--- src/rtl/multicycle_controller.sv ---
// Multicycle RV32I control FSM: sequences fetch, decode and execute over 3-5 cycles.
// Optional MCCTRL_ILLEGAL_TRAP_EN routes unknown opcodes to a TRAP state and adds o_illegal.
module multicycle_controller (
    input  logic       i_clk,
    input  logic       i_rst,
    input  logic [6:0] i_op,
    input  logic [2:0] i_funct3,
    input  logic       i_funct7b5,
    input  logic       i_zero,
    input  logic       i_memready,
    output logic       o_pcwrite,
    output logic       o_adrsrc,
    output logic       o_memwrite,
    output logic       o_irwrite,
    output logic [1:0] o_resultsrc,
    output logic [1:0] o_alusrca,
    output logic [1:0] o_alusrcb,
    output logic [1:0] o_immsrc,
    output logic       o_regwrite,
    output logic [2:0] o_alucrtl,
    output logic [3:0] o_state
`ifdef MCCTRL_ILLEGAL_TRAP_EN
    ,
    output logic       o_illegal
`endif
);

    localparam logic [6:0] OP_LOAD  = 7'b0000011;
    localparam logic [6:0] OP_STORE = 7'b0100011;
    localparam logic [6:0] OP_RTYPE = 7'b0110011;
    localparam logic [6:0] OP_ITYPE = 7'b0010011;
    localparam logic [6:0] OP_BEQ   = 7'b1100011;
    localparam logic [6:0] OP_JAL   = 7'b1101111;

    localparam logic [2:0] ALU_ADD = 3'b000;
    localparam logic [2:0] ALU_SUB = 3'b001;
    localparam logic [2:0] ALU_AND = 3'b010;
    localparam logic [2:0] ALU_OR  = 3'b011;
    localparam logic [2:0] ALU_SLT = 3'b101;

    typedef enum logic [3:0] {
        S_FETCH    = 4'd0,
        S_DECODE   = 4'd1,
        S_MEMADR   = 4'd2,
        S_MEMREAD  = 4'd3,
        S_MEMWB    = 4'd4,
        S_MEMWRITE = 4'd5,
        S_EXECR    = 4'd6,
        S_EXECI    = 4'd7,
        S_ALUWB    = 4'd8,
        S_BEQ      = 4'd9,
        S_JAL      = 4'd10,
        S_TRAP     = 4'd11
    } state_t;

    // Moore part of the control word; fetch/beq mark the states whose PC/IR
    // enables are qualified by i_memready / i_zero in the same cycle.
    typedef struct packed {
        logic       adrsrc;
        logic       memwrite;
        logic       regwrite;
        logic       pc_always;
        logic       fetch;
        logic       beq;
        logic [1:0] resultsrc;
        logic [1:0] alusrca;
        logic [1:0] alusrcb;
        logic [1:0] aluop;
`ifdef MCCTRL_ILLEGAL_TRAP_EN
        logic       illegal;
`endif
    } ctrl_t;

    function automatic state_t next_state(input state_t s, input logic [6:0] op,
                                          input logic memready);
        state_t n;
        n = s;
        case (s)
            S_FETCH:    n = memready ? S_DECODE : S_FETCH;
            S_DECODE: begin
                case (op)
                    OP_LOAD, OP_STORE: n = S_MEMADR;
                    OP_RTYPE:          n = S_EXECR;
                    OP_ITYPE:          n = S_EXECI;
                    OP_BEQ:            n = S_BEQ;
                    OP_JAL:            n = S_JAL;
`ifdef MCCTRL_ILLEGAL_TRAP_EN
                    default:           n = S_TRAP;
`else
                    default:           n = S_FETCH;
`endif
                endcase
            end
            S_MEMADR:   n = op[5] ? S_MEMWRITE : S_MEMREAD;
            S_MEMREAD:  n = memready ? S_MEMWB : S_MEMREAD;
            S_MEMWB:    n = S_FETCH;
            S_MEMWRITE: n = memready ? S_FETCH : S_MEMWRITE;
            S_EXECR:    n = S_ALUWB;
            S_EXECI:    n = S_ALUWB;
            S_ALUWB:    n = S_FETCH;
            S_BEQ:      n = S_FETCH;
            S_JAL:      n = S_ALUWB;
`ifdef MCCTRL_ILLEGAL_TRAP_EN
            S_TRAP:     n = S_TRAP;
`endif
            default:    n = S_FETCH;
        endcase
        return n;
    endfunction

    function automatic ctrl_t decode_ctrl(input state_t s);
        ctrl_t c;
        c = '0;
        case (s)
            S_FETCH: begin
                c.fetch     = 1'b1;
                c.alusrcb   = 2'b10;
                c.resultsrc = 2'b10;
            end
            S_DECODE: begin
                c.alusrca = 2'b01;
                c.alusrcb = 2'b01;
            end
            S_MEMADR: begin
                c.alusrca = 2'b10;
                c.alusrcb = 2'b01;
            end
            S_MEMREAD:  c.adrsrc = 1'b1;
            S_MEMWB: begin
                c.resultsrc = 2'b01;
                c.regwrite  = 1'b1;
            end
            S_MEMWRITE: begin
                c.adrsrc   = 1'b1;
                c.memwrite = 1'b1;
            end
            S_EXECR: begin
                c.alusrca = 2'b10;
                c.aluop   = 2'b10;
            end
            S_EXECI: begin
                c.alusrca = 2'b10;
                c.alusrcb = 2'b01;
                c.aluop   = 2'b10;
            end
            S_ALUWB:    c.regwrite = 1'b1;
            S_BEQ: begin
                c.beq     = 1'b1;
                c.alusrca = 2'b10;
                c.aluop   = 2'b01;
            end
            S_JAL: begin
                c.pc_always = 1'b1;
                c.alusrca   = 2'b01;
                c.alusrcb   = 2'b10;
            end
`ifdef MCCTRL_ILLEGAL_TRAP_EN
            S_TRAP:     c.illegal = 1'b1;
`endif
            default:    c = '0;
        endcase
        return c;
    endfunction

    state_t state;
    ctrl_t  ctrl;

    // The control word is registered from the same next-state value as the
    // state itself, so both always describe the current state.
    always_ff @(posedge i_clk) begin
        if (i_rst) begin
            state <= S_FETCH;
            ctrl  <= decode_ctrl(S_FETCH);
        end else begin
            state <= next_state(state, i_op, i_memready);
            ctrl  <= decode_ctrl(next_state(state, i_op, i_memready));
        end
    end

    assign o_state     = state;
    assign o_adrsrc    = ctrl.adrsrc;
    assign o_resultsrc = ctrl.resultsrc;
    assign o_alusrca   = ctrl.alusrca;
    assign o_alusrcb   = ctrl.alusrcb;

    // Write enables are held low for the whole reset cycle so an abandoned
    // instruction cannot commit anything.
    assign o_pcwrite  = ~i_rst & (ctrl.pc_always | (ctrl.fetch & i_memready) | (ctrl.beq & i_zero));
    assign o_irwrite  = ~i_rst & ctrl.fetch & i_memready;
    assign o_memwrite = ~i_rst & ctrl.memwrite;
    assign o_regwrite = ~i_rst & ctrl.regwrite;

`ifdef MCCTRL_ILLEGAL_TRAP_EN
    assign o_illegal = ctrl.illegal;
`endif

    always_comb begin
        o_alucrtl = ALU_ADD;
        case (ctrl.aluop)
            2'b00: o_alucrtl = ALU_ADD;
            2'b01: o_alucrtl = ALU_SUB;
            2'b10: begin
                case (i_funct3)
                    3'b000:  o_alucrtl = (i_op[5] & i_funct7b5) ? ALU_SUB : ALU_ADD;
                    3'b010:  o_alucrtl = ALU_SLT;
                    3'b110:  o_alucrtl = ALU_OR;
                    3'b111:  o_alucrtl = ALU_AND;
                    default: o_alucrtl = ALU_ADD;
                endcase
            end
            default: o_alucrtl = ALU_ADD;
        endcase
    end

    always_comb begin
        o_immsrc = 2'b00;
        case (i_op)
            OP_STORE: o_immsrc = 2'b01;
            OP_BEQ:   o_immsrc = 2'b10;
            OP_JAL:   o_immsrc = 2'b11;
            default:  o_immsrc = 2'b00;
        endcase
    end

endmodule
--- config.mk ---
export PLATFORM = sky130hd
export DESIGN_NAME = multicycle_controller
export DESIGN_NICKNAME = d
export VERILOG_FILES = /design/src/rtl/multicycle_controller.sv
export SDC_FILE = /design/constraint.sdc
export NUM_CORES = 1
export LEC_CHECK = 0
export CORE_MARGIN = 1
export CORE_UTILIZATION = 46
export DETAILED_ROUTE_END_ITERATION = 10
export PLACE_DENSITY = 0.83
export SETUP_SLACK_MARGIN = 0.2
export SYNTH_ARGS = -nofsm -noshare
export SYNTH_HDL_FRONTEND = slang
export SYNTH_SLANG_ARGS = --single-unit
--- constraint.sdc ---
create_clock -name i_clk -period 4.3 [get_ports i_clk]
set_clock_uncertainty 0.2 [all_clocks]
set_input_delay 1.075 -clock i_clk [delete_from_list [all_inputs] [get_ports i_clk]]
set_output_delay 1.075 -clock i_clk [all_outputs]
set_load 0.005 [all_outputs]
## Word-level counts from Yosys, hierarchy flattened

Index checks and enable logic that the tools add are counted.

- Latch bits: 0
- Word-level logic and storage cells: 83
- ROM bits: 0
- Memory bits (writable): 0
- Memories: 0
- Input bits: 15
- Bits in registers: 18
- Output and inout bits: 20

- Muxes and demuxes: 21
- Bitwise operators: 11
- Reduce and logical (&&, ||, !) cells: 12
- Magnitude comparators: 0
- Multiply operators: 0
- Shift-type cells: 0
- Divide/modulo/power cells: 0
- Eq/ne operators: 28
- $add $sub $neg: 0

Operators with widths:

| kind | number |
|---|---|
| equality test 4 x 3 -> 1 bit (second input constant) | 7 |
| case mux 4 bit (6 select lines) | 1 |
| case mux 4 bit (5 select lines) | 1 |
| equality test 4 x 2 -> 1 bit (second input constant) | 4 |
| equality test 4 bit (second input constant) | 4 |
| case mux 2 bit (2 select lines) | 4 |
| equality test 7 x 6 -> 1 bit (second input constant) | 2 |
| equality test 7 bit (second input constant) | 2 |
| case mux 3 bit (4 select lines) | 1 |
| OR reduction 2 bit | 6 |
| two-way mux 3 bit | 3 |
| AND 1 bit | 8 |
| equality test 4 x 1 -> 1 bit (second input constant) | 2 |
| zero test 4 bit | 2 |
| two-way mux 1 bit | 8 |
| equality test 7 x 2 -> 1 bit (second input constant) | 1 |
| equality test 7 x 5 -> 1 bit (second input constant) | 1 |
| equality test 3 bit (second input constant) | 2 |
| case mux 2 bit (3 select lines) | 1 |
| case mux 3 bit (2 select lines) | 1 |
| OR reduction 3 bit | 2 |
| two-way mux 4 bit | 1 |
| OR reduction 4 bit | 1 |
| equality test 3 x 2 -> 1 bit (second input constant) | 1 |
| 5 further kinds | 6 |

## Longest topological paths before layout

Gate-level depths: netlist of run 1.

- Depth after elaboration: 8
- Depth in mapped cells: 6
- Mapped depth without buffers: 5

## Worst setup path after synthesis of run 1

Ideal clock, no wire load.

- Kind: input port to output port
- From: input i_op[4]
- To: output o_immsrc[1]
- Data arrival time: 1.831 ns
- Stages on the path: 3
- Path slack: 1.194 ns
- Cell sequence: nand4b_1 > or3b_2 > inv_1

- Word-level cells in the longest chain between the ends: 2
- Elaborated cells between the ends (all ways): 4
- Classes of those cells: 3 x eq/ne; 1 x mux

RTL lines:

| element | RTL line | RTL |
|---|---|---|
| from (decl) | 6 | `input logic [6:0] i_op,` |
| equality test 7 bit or equality test 7 x 6 -> 1 bit (tied branches) | 217 | `case (i_op)` |
| case mux 2 bit (3 select lines) * | 217 |  |
| to (decl) | 18 | `output logic [1:0] o_immsrc,` |

Every way passes the cells marked *; elsewhere a longest branch is shown, timed or not.

## Worst setup path after layout of run 1

Ends and elaborated chain as after synthesis.

==> metrics.txt, run 1 <==
Fill cells 160; required time of the critical path 3.02 ns; number of nets in the layout 155; first-iteration detailed-routing DRC count 15; Leakage Power 0.4737 nW; Top-Level Pins 35; TritonRoute pass-1 iters 4; ratio of routed vias to standard cells 5.506; number of global-route vias before repair 779; weighted congestion at the end of routability-driven global placement 0.8500; clock edge transition at the registers on the reported setup and hold paths 0.09 ns; Placed Cells incl. Taps 157; Total Die Area 2185 um2; first-pass GRT wire length 3.298 mm; overall fraction of global-route tracks in use 21.39%; number of antenna diodes 0; Crit. End Element output port; setup repair after global routing missed its margin no; setup total negative slack 0 ns; total global routing overflow 0; average detailed-routed wire length per instance 13.44 um; Cell Area, Synth 920.9 um2; Vert. Die Dim 46.74 um; largest net degree at the start of global routing 15; number of nets in the synthesized netlist 121; net switching fraction of the power 23.21%; Synth warnings 0; area taken by flip-flops and latches 340.3 um2; share of post-route cells with drive strength above 1 10.22%; number of antenna violations at the first check in global routing 0; clock period minus final worst setup slack 4.004 ns; number of flops mapped to enable cells by yosys 0; buffers added on ports 34; number of endpoints with negative hold slack in the final report 0; synthesized instance count 104; slew at the pin closest to its max-slew limit 0.5744 ns; Register-to-Register Path Depth 5; Inserted Clock Buffers 3; cell-internal power 0.2254 mW; Total Power Consumption 0.2935 mW; fin crit share 93.12%; cell type with the highest aggregate area in the netlist sky130_fd_sc_hd__dfxtp_1; final standard cell utilization of the core 71.18%; area share of the largest cell type after synthesis 36.96%; startpoint kind of the worst setup timing path input port; share of synthesized area occupied by flip-flops and latches 36.96%; commonest cells after routing, fill and taps aside sky130_fd_sc_hd__clkdlybuf4s50_1 (34), sky130_fd_sc_hd__dfxtp_1 (17), sky130_fd_sc_hd__nor2_1 (9); footprint of the multi-input gates 491.7 um2; most frequent standard cell in the layout excluding fill and tap cells sky130_fd_sc_hd__clkdlybuf4s50_1; depth of the worst hold-timing path 3; data arrival time at the worst-slack endpoint 2.73 ns; number of storage elements in the synthesis netlist 17; async set or reset register ratio after synthesis 0%; Num Clock Sinks 17; total length of routed wires 2.177 mm; vias 892; portion of total power attributed to the clock network 28.1%; biggest area contributors in the synthesized netlist sky130_fd_sc_hd__dfxtp_1 (37%), sky130_fd_sc_hd__buf_4 (4.9%), sky130_fd_sc_hd__a21oi_1 (3.8%); count of unresolved DRC violations after routing 0; initial core utilization 51.11%; number of hold-repair buffers added at the cts stage 0; result of the run finished, final reports clean; Final Worst Setup Slack 0.2959 ns; Combinational Power Share 16.5%; area growth from synthesis to layout 39.27%; sequential fraction of design power 55.4%; Sw Pwr 0.06813 mW; primary flip-flop cell chosen by synthesis mapping sky130_fd_sc_hd__dfxtp_1; worst slack at placement 0.1570 ns; Final Max Slew Viols 0; Power Dens Cells 228.8 nW/um2; CTS Root Cell sky130_fd_sc_hd__clkbuf_4; core area 1802 um2; number of max-cap violations 0; overall die width 46.74 um; H-tree levels 1; number of placement rows 15; TritonCTS clock tree done; non-filler instance count after layout 162; f_max 249.7 MHz; type of the worst setup path in2out; Worst slew margin 61.63%; half-perimeter wire length after placement 1.696 mm; Bufs on Longest Clock Path 2; final setup vio count 0; number of distinct standard cells referenced by the synthesized netlist 43; number of nets with antenna violations after detailed routing 0; mean instance size in the synthesized netlist 8.855 um2; type of the most critical hold path reg2reg; worst-skew pair later-pin latency 0.28 ns; Max VDD drop 238.4 uV; Crit Path Max Fanout 4
==> sequential cells by signal, indices dropped and copies added (netlist names) <==
register     flops
ctrl             7
o_adrsrc         1
o_alusrca        2
o_alusrcb        2
o_resultsrc      1
o_state          4
==> routing by layer <==
metal / global-route usage, % / part of all wire, % / up-vias
li1: - / - / 442
met1: 25.12 / 43 / 423
met2: 40.00 / 52 / 25
met3: 6.154 / 5.1 / 2
met4: 1.714 / 0.28 / 0
met5: 0 / 0 / -
==> cells in the mapped netlist (all sizes together), types with 2 or more instances <==
cell type and number:
a21oi 7, a31oi 3, and3b 2, buf 8, dfxtp 17, ha 2
inv 8, nand2 4, nand3 2, nor2 9, nor2b 3, nor3 3
nor3b 4, nor4b 2, o21ai 3, o21bai 2, or2 3, or3 2
==> power groups by stage <==
stage / Clock, mW / Combinational [mW] / Sequential (mW)
after floorplan: 0 / 0.0213 / 0.166
after global placement: 0 / 0.0459 / 0.166
after detailed placement: 0 / 0.0476 / 0.166
after CTS: 0.0834 / 0.0479 / 0.163
after global routing: 0.0900 / 0.0525 / 0.163
final: 0.0823 / 0.0485 / 0.163
==> final cells by class <==
type | count | share of cell area, %
sequential | 17 | 26.54
inverter | 8 | 2.341
clock buffer | 4 | 2.049
multi-input combinational | 71 | 38.34
tap | 25 | 2.439
timing repair buffer | 37 | 28.29
==> worst paths after layout <==
path	start	to	slack, ns
worst max register to register	o_state[0]	o_alusrcb[0]	2.00
worst min register to register	o_state[3]	o_alusrca[0]	0.66
worst min-delay path	o_state[3]	o_alusrca[0]	0.66
worst max-delay path	i_op[4]	o_immsrc[1]	0.30
==> kinds of logic (layout without fill, tap and decap cells) <==
family                   count (synthesis)  after routing  share of synthesized area, %
XOR/XNOR                                 1              1                        0.9513
flip-flops                              17             17                         36.96
buffers and inverters                   16             49                         9.918
adder cells (fa/ha/maj)                  2              2                         2.717
AO/OA/AOI/OAI                           24             24                         18.61
multiplexers                             1              1                         1.087
AND/OR/NAND/NOR                         43             43                         29.76
==> stage by stage <==
stage          instance area, um2  hold WS (ns)
3_3_place_gp                 1246        0.5912
2_1_floorplan               920.9        0.5149
6_report                     1282        0.6566
3_5_place_dp                 1246        0.6244
4_1_cts                      1275        0.6508
5_1_grt                      1282        0.7118
==> worst max-delay path, cell delays in order <==
cell and delay (ns):
sky130_fd_sc_hd__clkdlybuf4s50_1 0.45, sky130_fd_sc_hd__nand4b_1 0.23, sky130_fd_sc_hd__or3b_4 0.42, sky130_fd_sc_hd__inv_1 0.06
sky130_fd_sc_hd__clkdlybuf4s50_1 0.49
==> timing repair <==
item	CTS	global route
buffers inserted	0	1
gates resized for setup	1	0
endpoints found under the setup margin	1	1
gates cloned	0	0
Note: power is estimated with default switching activity, not from simulation.
==> inputs of run 2 (changes only) <==
--- a/config.mk
+++ b/config.mk
@@ -9,7 +9,7 @@
 export CORE_UTILIZATION = 46
 export DETAILED_ROUTE_END_ITERATION = 10
 export PLACE_DENSITY = 0.83
-export SETUP_SLACK_MARGIN = 0.2
+export SLEW_MARGIN = 0
 export SYNTH_ARGS = -nofsm -noshare
 export SYNTH_HDL_FRONTEND = slang
 export SYNTH_SLANG_ARGS = --single-unit
==> metrics.txt, run 2 (synthesis gave the netlist of run 1 again) <==
half-perimeter wire length after placement 1.696 mm (unchanged); quantity of gates resized following cts 0 (-1); most frequent standard cell in the layout excluding fill and tap cells sky130_fd_sc_hd__clkdlybuf4s50_1; type of the worst setup path in2out; setup total negative slack 0 ns (unchanged); Leakage Power 0.4683 nW (-1.1%); Crit. End Element output port; overall die width 46.74 um (unchanged); number of endpoints with negative hold slack in the final report 0 (unchanged); Critical Path Most Common Cell sky130_fd_sc_hd__clkdlybuf4s50_1; number of placement rows 15 (unchanged); flip-flop count of the largest register, all copies and words added 7 (unchanged); H-tree levels 1 (unchanged); Top-Level Pins 35 (unchanged); first-pass GRT wire length 3.291 mm (-0.21%); Worst slew margin 61.43% (-0.20 points); Power Dens Cells 230.1 nW/um2 (+0.57%); core area 1802 um2 (unchanged); Max VDD drop 238.4 uV (about the same); portion of total power attributed to the clock network 28.1% (about the same); data arrival time at the worst-slack endpoint 2.89 ns (+0.16 ns); TritonCTS clock tree done; buffering stage count on the worst path with inverters included 3 (unchanged); vias 884 (-0.90%); ratio of routed vias to standard cells 5.491 (-0.28%); overall fraction of global-route tracks in use 21.31% (-0.080 points); clock edge transition at the registers on the reported setup and hold paths 0.09 ns (about the same); largest register by flop count ctrl; Crit Path Max Fanout 4 (unchanged); cell area after layout 1272 um2 (-0.78%); Combinational Power Share 16.4% (about the same); final setup vio count 0 (unchanged); first-iteration detailed-routing DRC count 19 (+4); average detailed-routed wire length per instance 13.46 um (+0.16%); Setup Fix Bufs, Post-CTS 0 (unchanged); CTS Root Cell sky130_fd_sc_hd__clkbuf_4; net switching fraction of the power 23.18% (-0.037 points); sequential fraction of design power 55.5% (about the same); type of the most critical hold path reg2reg; setup repair after global routing missed its margin no; largest net degree at the start of global routing 15 (unchanged); slowest CP cell sky130_fd_sc_hd__or3b_2; TritonRoute pass-1 iters 4 (unchanged); fin crit share 96.75% (+3.6 points); weighted congestion at the end of routability-driven global placement 0.8500 (unchanged); Critical Path, Cell by Cell clkdlybuf4s50_1 -> nand4b_1 -> or3b_2 -> inv_1 -> clkdlybuf4s50_1; number of antenna violations at the first check in global routing 0 (unchanged); initial core utilization 51.11% (unchanged); worst-skew pair later-pin latency 0.28 ns (about the same); number of global-route vias before repair 779 (unchanged); Num Clock Sinks 17 (unchanged); number of nets in the layout 154 (-0.65%); area after detailed placement 1246 um2 (unchanged); Final Max Slew Viols 0 (unchanged); buffers added on ports 34 (unchanged); number of max-cap violations 0 (unchanged); number of antenna diodes 0 (unchanged); Fill cells 159 (-0.63%); clock period minus final worst setup slack 4.160 ns (+0.1561 ns); count of unresolved DRC violations after routing 0 (unchanged); result of the run finished, final reports clean; slew at the pin closest to its max-slew limit 0.5774 ns (+0.002963 ns); total global routing overflow 0 (unchanged); cell class contributing the biggest share of worst-path delay buffers and inverters; total length of routed wires 2.167 mm (-0.46%); area growth from synthesis to layout 38.18%; Bufs on Longest Clock Path 2 (unchanged); f_max 240.4 MHz (-3.8%); required time of the critical path 3.02 ns (about the same); share of post-route cells with drive strength above 1 9.559% (-0.66 points); number of hold-repair buffers added at the cts stage 0 (unchanged); cell-internal power 0.2250 mW (-0.17%); startpoint kind of the worst setup timing path input port; commonest cells after routing, fill and taps aside sky130_fd_sc_hd__clkdlybuf4s50_1 (34), sky130_fd_sc_hd__dfxtp_1 (17), sky130_fd_sc_hd__nor2_1 (9); Inserted Clock Buffers 3 (unchanged); Vert. Die Dim 46.74 um (unchanged); number of nets with antenna violations after detailed routing 0 (unchanged); Sw Pwr 0.06787 mW (-0.38%); maximum single-stage delay on the critical path 0.54 ns (+0.05 ns); Total Die Area 2185 um2 (unchanged)
-- run 2: metrics by stage --
stage          std cells  hold slack, ns  setup WS (ns)  util, %  power (mW)
2_1_floorplan        104          0.5149          1.194        -      0.1873
3_3_place_gp         157          0.5912         0.2102    69.17      0.2122
3_5_place_dp         157          0.6244         0.1570    69.17      0.2140
4_1_cts              161          0.6508         0.1508    70.63      0.2939
5_1_grt              161          0.7118        0.05113    70.63      0.3051
6_report             161          0.6576         0.1399    70.63      0.2928
-- run 2: metal layers --
layer  up-vias  track usage (%)  part of all wire [%]
met5         -                0                     0
met4         0            1.714                  0.28
met3         2            6.154                   5.2
met2        27            39.72                    52
met1       416            25.12                    43
li1        439                -                     -
-- run 2: power groups by stage --
stage,Clock (mW),Sequential [mW],Combinational [mW]
after floorplan,0,0.166,0.0213
after global placement,0,0.166,0.0459
after detailed placement,0,0.166,0.0476
after CTS,0.0834,0.163,0.0478
after global routing,0.0900,0.163,0.0519
final,0.0822,0.163,0.0479
-- run 2: area by class of cell --
| type | count | area, um2 | share of cell area [%] |
|---|---|---|---|
| flip-flops and latches | 17 | 340.3 | 26.75 |
| well taps | 25 | 31.28 | 2.458 |
| multi-input cells | 71 | 489.2 | 38.45 |
| inverters | 8 | 30.03 | 2.360 |
| clock buffers | 4 | 26.28 | 2.065 |
| repair buffers | 36 | 355.3 | 27.93 |
-- run 2: worst paths after layout --
kind,slack (ns),end,depth (start not counted),start
min reg2reg,0.66,o_alusrca[0],3,o_state[3]
max,0.14,o_immsrc[1],5,i_op[4]
min,0.66,o_alusrca[0],3,o_state[3]
max reg2reg,2.01,o_alusrcb[0],5,o_state[0]
-- run 2: tightest hold or removal path, delay by kind of cell, from the launching register on --
kind / cells / cell delay, ns
compound gates: 2 / 0.25
flops: 1 / 0.47
simple gates: 1 / 0.10
==> variant, RTL diff (settings of run 2) <==
Reset style: asynchronous (`i_rst`), changed in one clocked block.
--- a/src/rtl/multicycle_controller.sv
+++ b/src/rtl/multicycle_controller.sv
@@ -167,7 +167,7 @@
 
     // The control word is registered from the same next-state value as the
     // state itself, so both always describe the current state.
-    always_ff @(posedge i_clk) begin
+    always_ff @(posedge i_clk or posedge i_rst) begin
         if (i_rst) begin
             state <= S_FETCH;
             ctrl  <= decode_ctrl(S_FETCH);
Behaviour: differs if i_rst is asserted again (counterexample within 4 cycles, from zero or initial values and one cycle with i_rst high); with i_rst held inactive, the same outputs for 10 cycles.
==> variant against run 2 <==
Setup slack gained 39 ps; wire length fell by 0.92%; area after synthesis grew 12%; sequential cell count stayed put; critical endpoint is now o_immsrc[0]; design area up 9.6%; cell count grew 1.2%; synthesized cell count down 0.96%; count of clock-buffer cells in the layout fell by 1; first-iteration DRC count is 26% lower; largest power group unchanged; global-route usage decreased by 2.1 points; power up 14%.
==> variant: results (changes against run 2) <==
run_status:
  status: "finished, final reports clean"
logic_synthesis:
  ys_types: 46  # +7.0%
  synth_nets: 120  # -0.83%
  synth_compound_area_share_pct: 14.0  # -4.7 points
  ys_top_cells_by_count: "dfrtp_1, inv_1, nand2_1, nor2_1, buf_4"
  synth_mux_area_share_pct: 0.971  # -0.12 points
  async_flop_share_pct: 100  # +100 points
  synth_area_leaders: "dfrtp_1, dfstp_2, buf_4"
  ys_seq_area_share_pct: 41.5  # +4.5 points
  synthXorXnorAreaFrac_pct: 0.850  # -0.10 points
  synthAdderAreaFrac_pct: 2.43  # -0.29 points
setup_path:
  slowest_stage: "clkdlybuf4s50_1"
  timing.rr.start: "o_state[1]"
  rr_endpoint: "o_alusrca[1]"
  cp.arrival_ps: 2850  # -40 ps
  crit_fanout: 6  # +2
  cpPeakStageDelay_ps: 570  # +30 ps
global_route:
  grt_max_degree: 18  # +3
  grt_pass1_wl_um: 3580  # +8.8%
  use_met2_pct: 33.1  # -6.6 points
  grtUsageTotal_pct: 19.2  # -2.1 points
  grt_pass1_vias: 844  # +8.3%
  use_met3_pct: 3.43  # -2.7 points
route:
  vias_per_cell: 5.41  # -1.5%
  drt_iter0_markers: 14  # -5
placed_design:
  routabilityCongestion: 0.880  # +3.5%
  dpl.hpwl_um: 1660  # -1.9%
finish:
  fillCellCount: 177  # +11%
  drive_above_1_share_pct: 15.4  # +5.9 points
power_and_ir_drop:
  vdd_drop_max_uv: 209  # -12%
worst_hold_path:
  holdPathEnd: "o_adrsrc"
  hold_depth: 1  # -2
  hold_start: "o_state[3]"
sta:
  tightest_slew_ps: 616  # +38.1 ps
==> variant: cell types whose count changed in the layout (fill, tap and decap cells not counted), moves of 2 or more <==
cell      delta
nor3b_1      -3
nand2_1      +3
nand3b_1     +2
dfrtp_1     +15
a211oi_1     +2
dfstp_2      +2
inv_1        +3
nor2_1       -2
and3b_1      -2
a21oi_1      -5
dfxtp_1     -17
or2_2        -2
o21ai_0      -2
==> variant: cell type report <==
type                       instances  share of cell area [%]
tap                               27                    2.42
timing repair buffer              37                    26.0
sequential                        17                    30.7
clock inverter                     1                   0.359
inverter                          13                    3.86
clock buffer                       3                    1.61
multi-input combinational         65                    35.1
==> variant: cell families after synthesis <==
family | count (synthesis)
compound gates | 17
mux | 1
flops | 17
buf+inv | 21
xor+xnor | 1
fa+ha+maj | 2
simple gates | 44
==> variant: power by group <==
| group | switching [mW] | internal (mW) | leakage, nW |
|---|---|---|---|
| Clock | 0.0506 | 0.0346 | 0.0177 |
| Combinational | 0.0318 | 0.0432 | 0.376 |
| Sequential | 0.00545 | 0.169 | 0.226 |
| Total | 0.0879 | 0.247 | 0.620 |
==> variant: per-layer routing <==
metal | share of wire [%] | up-vias
li1 | - | 427
met1 | 44 | 422
met2 | 50 | 29
met3 | 3.9 | 4
met4 | 1.8 | 0
met5 | 0 | -
==> variant: metrics by stage <==
stage	instances	area [um2]	hold slack (ps)	setup slack [ps]	power (mW)
6_report	163	1400	460	179	0.335
5_1_grt	163	1400	475	27.9	0.353
4_1_cts	163	1390	442	166	0.336
3_5_place_dp	159	1370	421	165	0.252
3_3_place_gp	159	1370	392	220	0.250
2_1_floorplan	103	1030	349	1120	0.218
==> variant: worst max-delay path by stage <==
stage | start | to | slack (ps) | depth (start not counted)
2_1_floorplan | i_op[3] | o_immsrc[0] | 1120 | 2
3_3_place_gp | i_op[6] | o_immsrc[0] | 220 | 4
3_5_place_dp | i_op[6] | o_immsrc[0] | 160 | 4
4_1_cts | i_op[6] | o_immsrc[0] | 170 | 4
5_1_grt | i_op[6] | o_immsrc[0] | 30 | 4
6_report | i_op[6] | o_immsrc[0] | 180 | 4
